[src/rtl/ball_motion.sv]
// ball_motion: per-frame ball physics for CNT slots (walls, paddle, spawn, retire); define BALL_SPEEDUP_EN for paddle-bounce speedup
module ball_motion #(
  parameter int CNT = 3,
  parameter int SCREEN_W = 640,
  parameter int SCREEN_H = 480,
  parameter int RADIUS = 5,
  parameter int STEP = 2,
  parameter int PADDLE_Y = 440,
  parameter int PADDLE_HALF = 32
) (
  input  logic              clk,
  input  logic              rst,
  input  logic              tick,
  input  logic              launch,
  input  logic [9:0]        paddle_x,
  output logic [CNT*10-1:0] xs,
  output logic [CNT*10-1:0] ys,
  output logic [CNT-1:0]    balls,
  output logic              lost,
  output logic              busy
);
  localparam int IW = CNT > 1 ? $clog2(CNT) : 1;
  localparam logic signed [10:0] LO = 11'(RADIUS);
  localparam logic signed [10:0] X_MAX = 11'(SCREEN_W - 1 - RADIUS);
  localparam logic signed [10:0] Y_MAX = 11'(SCREEN_H - 1 - RADIUS);
  localparam logic signed [10:0] PAD_T = 11'(PADDLE_Y - RADIUS);
  localparam logic signed [11:0] HALF = 12'(PADDLE_HALF);
  localparam logic signed [11:0] NHALF = 12'(-PADDLE_HALF);
  localparam logic [9:0] XL = 10'(RADIUS);
  localparam logic [9:0] XR = 10'(SCREEN_W - 1 - RADIUS);
  localparam logic [9:0] SPAWN_Y = 10'(PADDLE_Y - RADIUS - 1);
  typedef enum logic [1:0] {IDLE, UPDATE, COMMIT} state_t;
  state_t state_q;
  logic [IW-1:0] idx_q, slot;
  logic [9:0] x_q [CNT];
  logic [9:0] y_q [CNT];
  logic [CNT-1:0] alive_q, dx_q, dy_q;
  logic pend_q, lost_acc_q;
  logic [2:0] step;
  logic signed [10:0] cx, cy, nx, ny, sstep;
  logic signed [11:0] dpx;
  logic x_lo, x_hi, y_top, pad_hit, y_bot, serve;
  logic [9:0] ux, uy, spawn_x;
  always_comb begin
    sstep = {8'b0, step};
    cx = {1'b0, x_q[idx_q]};
    cy = {1'b0, y_q[idx_q]};
    nx = dx_q[idx_q] ? cx + sstep : cx - sstep;
    ny = dy_q[idx_q] ? cy + sstep : cy - sstep;
    dpx = {nx[10], nx} - {2'b0, paddle_x};
    x_lo = nx < LO;
    x_hi = nx > X_MAX;
    y_top = ny < LO;
    pad_hit = dy_q[idx_q] && cy < PAD_T && ny >= PAD_T && dpx <= HALF && dpx >= NHALF;
    y_bot = ny > Y_MAX;
    ux = x_lo ? XL : x_hi ? XR : nx[9:0];
    uy = y_top ? XL : pad_hit ? SPAWN_Y : ny[9:0];
    spawn_x = paddle_x < XL ? XL : paddle_x > XR ? XR : paddle_x;
    serve = state_q == IDLE && !tick && pend_q;
    slot = '0;
    for (int i = CNT - 1; i >= 0; i--) slot = alive_q[i] ? slot : IW'(i);
  end
`ifdef BALL_SPEEDUP_EN
  logic [2:0] step_q, bcnt_q;
  assign step = step_q;
  always_ff @(posedge clk) begin
    if (rst || (state_q == COMMIT && alive_q == '0)) begin
      step_q <= 3'(STEP);
      bcnt_q <= '0;
    end else if (state_q == UPDATE && alive_q[idx_q] && pad_hit) begin
      bcnt_q <= bcnt_q + 3'd1;
      if (bcnt_q == 3'd7 && step_q < 3'(STEP + 2)) step_q <= step_q + 3'd1;
    end
  end
`else
  assign step = 3'(STEP);
`endif
  always_ff @(posedge clk) begin
    if (rst) begin
      state_q <= IDLE;
      idx_q <= '0;
      alive_q <= '0;
      dx_q <= '1;
      dy_q <= '0;
      pend_q <= 1'b0;
      lost_acc_q <= 1'b0;
      xs <= '0;
      ys <= '0;
      balls <= '0;
      lost <= 1'b0;
      busy <= 1'b0;
      for (int i = 0; i < CNT; i++) begin
        x_q[i] <= '0;
        y_q[i] <= '0;
      end
    end else begin
      lost <= 1'b0;
      pend_q <= launch || (pend_q && !serve);
      case (state_q)
        IDLE: begin
          if (tick) begin
            state_q <= UPDATE;
            busy <= 1'b1;
            idx_q <= '0;
            lost_acc_q <= 1'b0;
          end else if (serve && !(&alive_q)) begin
            x_q[slot] <= spawn_x;
            y_q[slot] <= SPAWN_Y;
            dx_q[slot] <= 1'b1;
            dy_q[slot] <= 1'b0;
            alive_q[slot] <= 1'b1;
            xs[int'(slot)*10 +: 10] <= spawn_x;
            ys[int'(slot)*10 +: 10] <= SPAWN_Y;
            balls[slot] <= 1'b1;
          end
        end
        UPDATE: begin
          if (alive_q[idx_q]) begin
            x_q[idx_q] <= ux;
            if (x_lo) dx_q[idx_q] <= 1'b1;
            if (x_hi) dx_q[idx_q] <= 1'b0;
            if (y_top) dy_q[idx_q] <= 1'b1;
            if (pad_hit) dy_q[idx_q] <= 1'b0;
            // a retired ball keeps its last y
            if (!y_top && !pad_hit && y_bot) begin
              alive_q[idx_q] <= 1'b0;
              lost_acc_q <= 1'b1;
            end else y_q[idx_q] <= uy;
          end
          idx_q <= idx_q + 1'b1;
          if (idx_q == IW'(CNT - 1)) state_q <= COMMIT;
        end
        default: begin
          state_q <= IDLE;
          busy <= 1'b0;
          lost <= lost_acc_q;
          balls <= alive_q;
          for (int i = 0; i < CNT; i++) begin
            xs[i*10 +: 10] <= x_q[i];
            ys[i*10 +: 10] <= y_q[i];
          end
        end
      endcase
    end
  end
endmodule

[config.mk]
export PLATFORM = sky130hd
export DESIGN_NAME = ball_motion
export DESIGN_NICKNAME = d
export VERILOG_FILES = /design/src/rtl/ball_motion.sv
export SDC_FILE = /design/constraint.sdc
export NUM_CORES = 1
export LEC_CHECK = 0
export CAP_MARGIN = 10
export CORE_UTILIZATION = 63
export CTS_CLUSTER_SIZE = 28
export DETAILED_ROUTE_END_ITERATION = 6
export GPL_TIMING_DRIVEN = 0
export HOLD_SLACK_MARGIN = 0.1
export MAX_ROUTING_LAYER = met4
export PLACE_DENSITY_LB_ADDON = 0.08
export SETUP_SLACK_MARGIN = 0.4
export SYNTH_ARGS = -nofsm -noshare
export SYNTH_HDL_FRONTEND = slang
export SYNTH_SLANG_ARGS = --single-unit
[constraint.sdc]
create_clock -name clk -period 10.8 [get_ports clk]
set_input_delay 2.16 -clock clk [delete_from_list [all_inputs] [get_ports clk]]
set_output_delay 2.16 -clock clk [all_outputs]
set_load 0.005 [all_outputs]
==> summary.md <==
| Metric | Value |
|---|---|
| Status | `completed` |
| WL/cell | `20.5 µm` |
| Clock Latency Late Sink | `0.43 ns` |
| Setup crit end kind | `flip-flop` |
| Hold Vio Cnt, Final | `0` |
| Setup CP Type | `flip-flop to flip-flop` |
| Most common cell after layout, fill and taps aside | `nor2_1` |
| Worst slew pin tran | `1.09 ns` |
| Worst Clk Skew | `0.0121 ns` |
| Final GP Congestion | `0.936` |
| DRT antenna net count | `0` |
| Crit path DAT | `6.72 ns` |
| Max Cap Violations | `0` |
| # port buffers | `76` |
| Initial antenna violation count | `0` |
| CTS Buf Count | `17` |
| Synth warn | `0` |
| Fin worst setup slack | `4.11 ns` |
| TritonCTS clock tree | `built` |
| Clock Tree Buf Depth | `2` |
| Pre-CTS setup slack | `4.35 ns` |
| Fin crit period | `6.69 ns` |
| Post-cts sizing count | `0` |
| CP Max Fanout | `10` |
| Post-Syn Instances | `950` |
| Num Clock Sinks | `162` |
| Final period util | `0.619` |
| Nets | `1121` |
| Peak VDD IR | `109 µV` |
| Max Transition Viols Final | `0` |
| WP data required | `10.83 ns` |
| Fillers | `956` |
| Sequential area share after synthesis | `0.443` |
| Antenna cells | `0` |
| DRT Pass-1 Iters | `6` |
| Die area | `15000 µm²` |
| Post-synth EDFFs | `80` |
| Routed WL | `25900 µm` |
| Area delta synth->final | `18.6%` |
| Slew HR | `0.276` |
| H-tree lvl count | `4` |
| F_max | `0.149 GHz` |
| Hold_buf cts | `0` |
| RSZ-0062 raised after global routing | `no` |
| Leakage | `4.09 nW` |
| Multi-input logic area | `4730 µm²` |
| Post-Syn Area | `9140 µm²` |
| Vias in the first global route | `7278` |
| Share of layout cells above drive strength 1 | `0.0722` |
| Dpl hpwl | `18700 µm` |
| Global route overflow | `0` |
| Initial Util | `0.653` |
| Main flop type after synthesis | `dfxtp_1` |
| Tot GR Track Use | `0.366` |
| I/O pins | `79` |
| Syn Area/Cell | `9.62 µm²` |
| Via/cell ratio | `6.50` |
| Clock Tree Root | `clkbuf_16` |
| Crit start category | `flip-flop` |
| PwrDens | `160 nW/µm²` |
| Yosys reg bits | `162` |
| Clock transition at path regs | `0.06 ns` |
| Distinct cells, synth | `84` |
| 1st-iter DRT viols | `1198` |
| Setup tns final | `0 ns` |
| Commonest non-fill, non-tap cells in the layout | `160 x nor2_1, 82 x dfxtp_1, 80 x edfxtp_1` |
| Final count of negative-setup-slack endpoints | `0` |
| Total power | `1.73 mW` |
| Register area | `4040 µm²` |
| DR vias | `8193` |
| FP Rows | `43` |
| Die height | `122 µm` |
| DRC violations left | `0` |
| Die X | `122 µm` |
| Largest net degree at the start of global routing | `17` |
| First-pass GRT wire length | `39800 µm` |
| Core Region | `14000 µm²` |
| Ys async rst share | `0` |
| Hold crit path type | `flip-flop to flip-flop` |
| Post-CTS Setup Bufs | `0` |
[critical path: stages, from the launching register on]
cell,delay (ns)
dfxtp_1,0.58
buf_6,0.27
buf_6,0.22
mux4_2,0.59
ha_1,0.41
nand3b_1,0.10
o221ai_1,0.41
nor4_1,0.10
nor3b_1,0.58
inv_1,0.10
ha_1,0.37
o21a_1,0.14
o21a_1,0.18
o22a_1,0.22
a21o_1,0.18
a21o_1,0.17
nand3_1,0.10
a311oi_2,0.12
buf_4,0.21
o41ai_4,0.69
nand2_1,0.54
[cells by family (layout without fill, tap and decap cells)]
group                      Yosys count  count (layout)  synth area share
buffers and inverters              110             218            0.0494
adders and majority gates           39              39            0.0559
and+or+nand+nor                    335             335             0.173
AOI/OAI and AO/OA                  264             264             0.210
other                                1              24          0.000410
muxes                               27              27            0.0570
DFF                                162             162             0.443
xor gates and xnor gates            12              12            0.0115
[path summary, 6_finish.rpt]
check             cells past startpoint       from        end  slack [ns]
setup / recovery                     20  flip-flop  y_q[2][9]        4.11
setup reg to reg                     20  flip-flop  y_q[2][9]        4.11
hold / removal                        2     ys[12]     ys[12]        0.49
hold reg to reg                       2     ys[12]     ys[12]        0.49
[cell usage after synthesis (4+ instances only)]
master	n	area, µm²
a221oi_1	9	78.8
dfxtp_1	82	1640
a22oi_1	25	188
inv_1	55	206
a311oi_1	5	43.8
edfxtp_1	80	2400
buf_6	4	45.0
xnor2_1	8	70.1
a21oi_1	66	330
nand2b_1	8	50.1
and2_1	7	43.8
a211oi_1	34	255
or4_1	4	30.0
o21ai_0	27	135
clkbuf_1	44	165
or3_1	6	37.5
o2bb2ai_1	4	35.0
ha_1	36	450
a21o_1	15	113
xor2_1	4	35.0
nor3b_1	7	52.6
mux4_2	20	450
and3_1	7	43.8
nand2_1	57	214
nand3b_1	7	52.6
nand4_1	5	31.3
nor2_1	160	601
nor4_1	6	37.5
a31oi_1	6	37.5
or2_2	4	25.0
nor3_1	23	115
a2111oi_0	4	35.0
nor2b_1	8	50.1
nand3_1	15	75.1
mux2i_1	7	70.1
o21a_1	12	90.1
o22ai_1	4	25.0
[report_power, final]
group / switching (mW) / internal [mW]
combinational: 0.252 / 0.161
clock: 0.251 / 0.383
sequential: 0.0180 / 0.668
[area by class of cell]
type / count / share of cell area
buffer: 53 / 0.0219
clock buffer: 22 / 0.0468
clock inverter: 10 / 0.0109
inverter: 57 / 0.0198
multi-input combinational: 701 / 0.436
sequential: 162 / 0.373
tap: 180 / 0.0208
timing repair buffer: 76 / 0.0702
[routing by layer]
layer,up-vias,GRT usage,routed length [µm]
li1,3741,-,-
met1,3841,0.518,10700
met2,561,0.517,11300
met3,50,0.0971,3400
met4,0,0.0991,463
met5,-,-,0
[registers in the layout (all words and copies together), names as in the netlist, named ones only]
| signal | flops |
|---|---|
| alive_q | 3 |
| pend_q | 1 |
| idx_q | 2 |
| lost | 1 |
| ys | 30 |
| state_q | 2 |
| y_q | 40 |
| dy_q | 1 |
| busy | 1 |
| balls | 3 |
| lost_acc_q | 1 |
| xs | 30 |
| x_q | 40 |
| dx_q | 1 |
[stage by stage]
stage	instance area [µm²]	hold WS [ns]	util	cells
2_1_floorplan	9220	0.453	-	973
3_3_place_gp	10200	0.471	0.730	1229
3_5_place_dp	10200	0.477	0.730	1229
4_1_cts	10800	0.488	0.774	1261
5_1_grt	10800	0.500	0.774	1261
6_report	10800	0.492	0.774	1261
No activity file was read; power rests on OpenSTA's default activity.
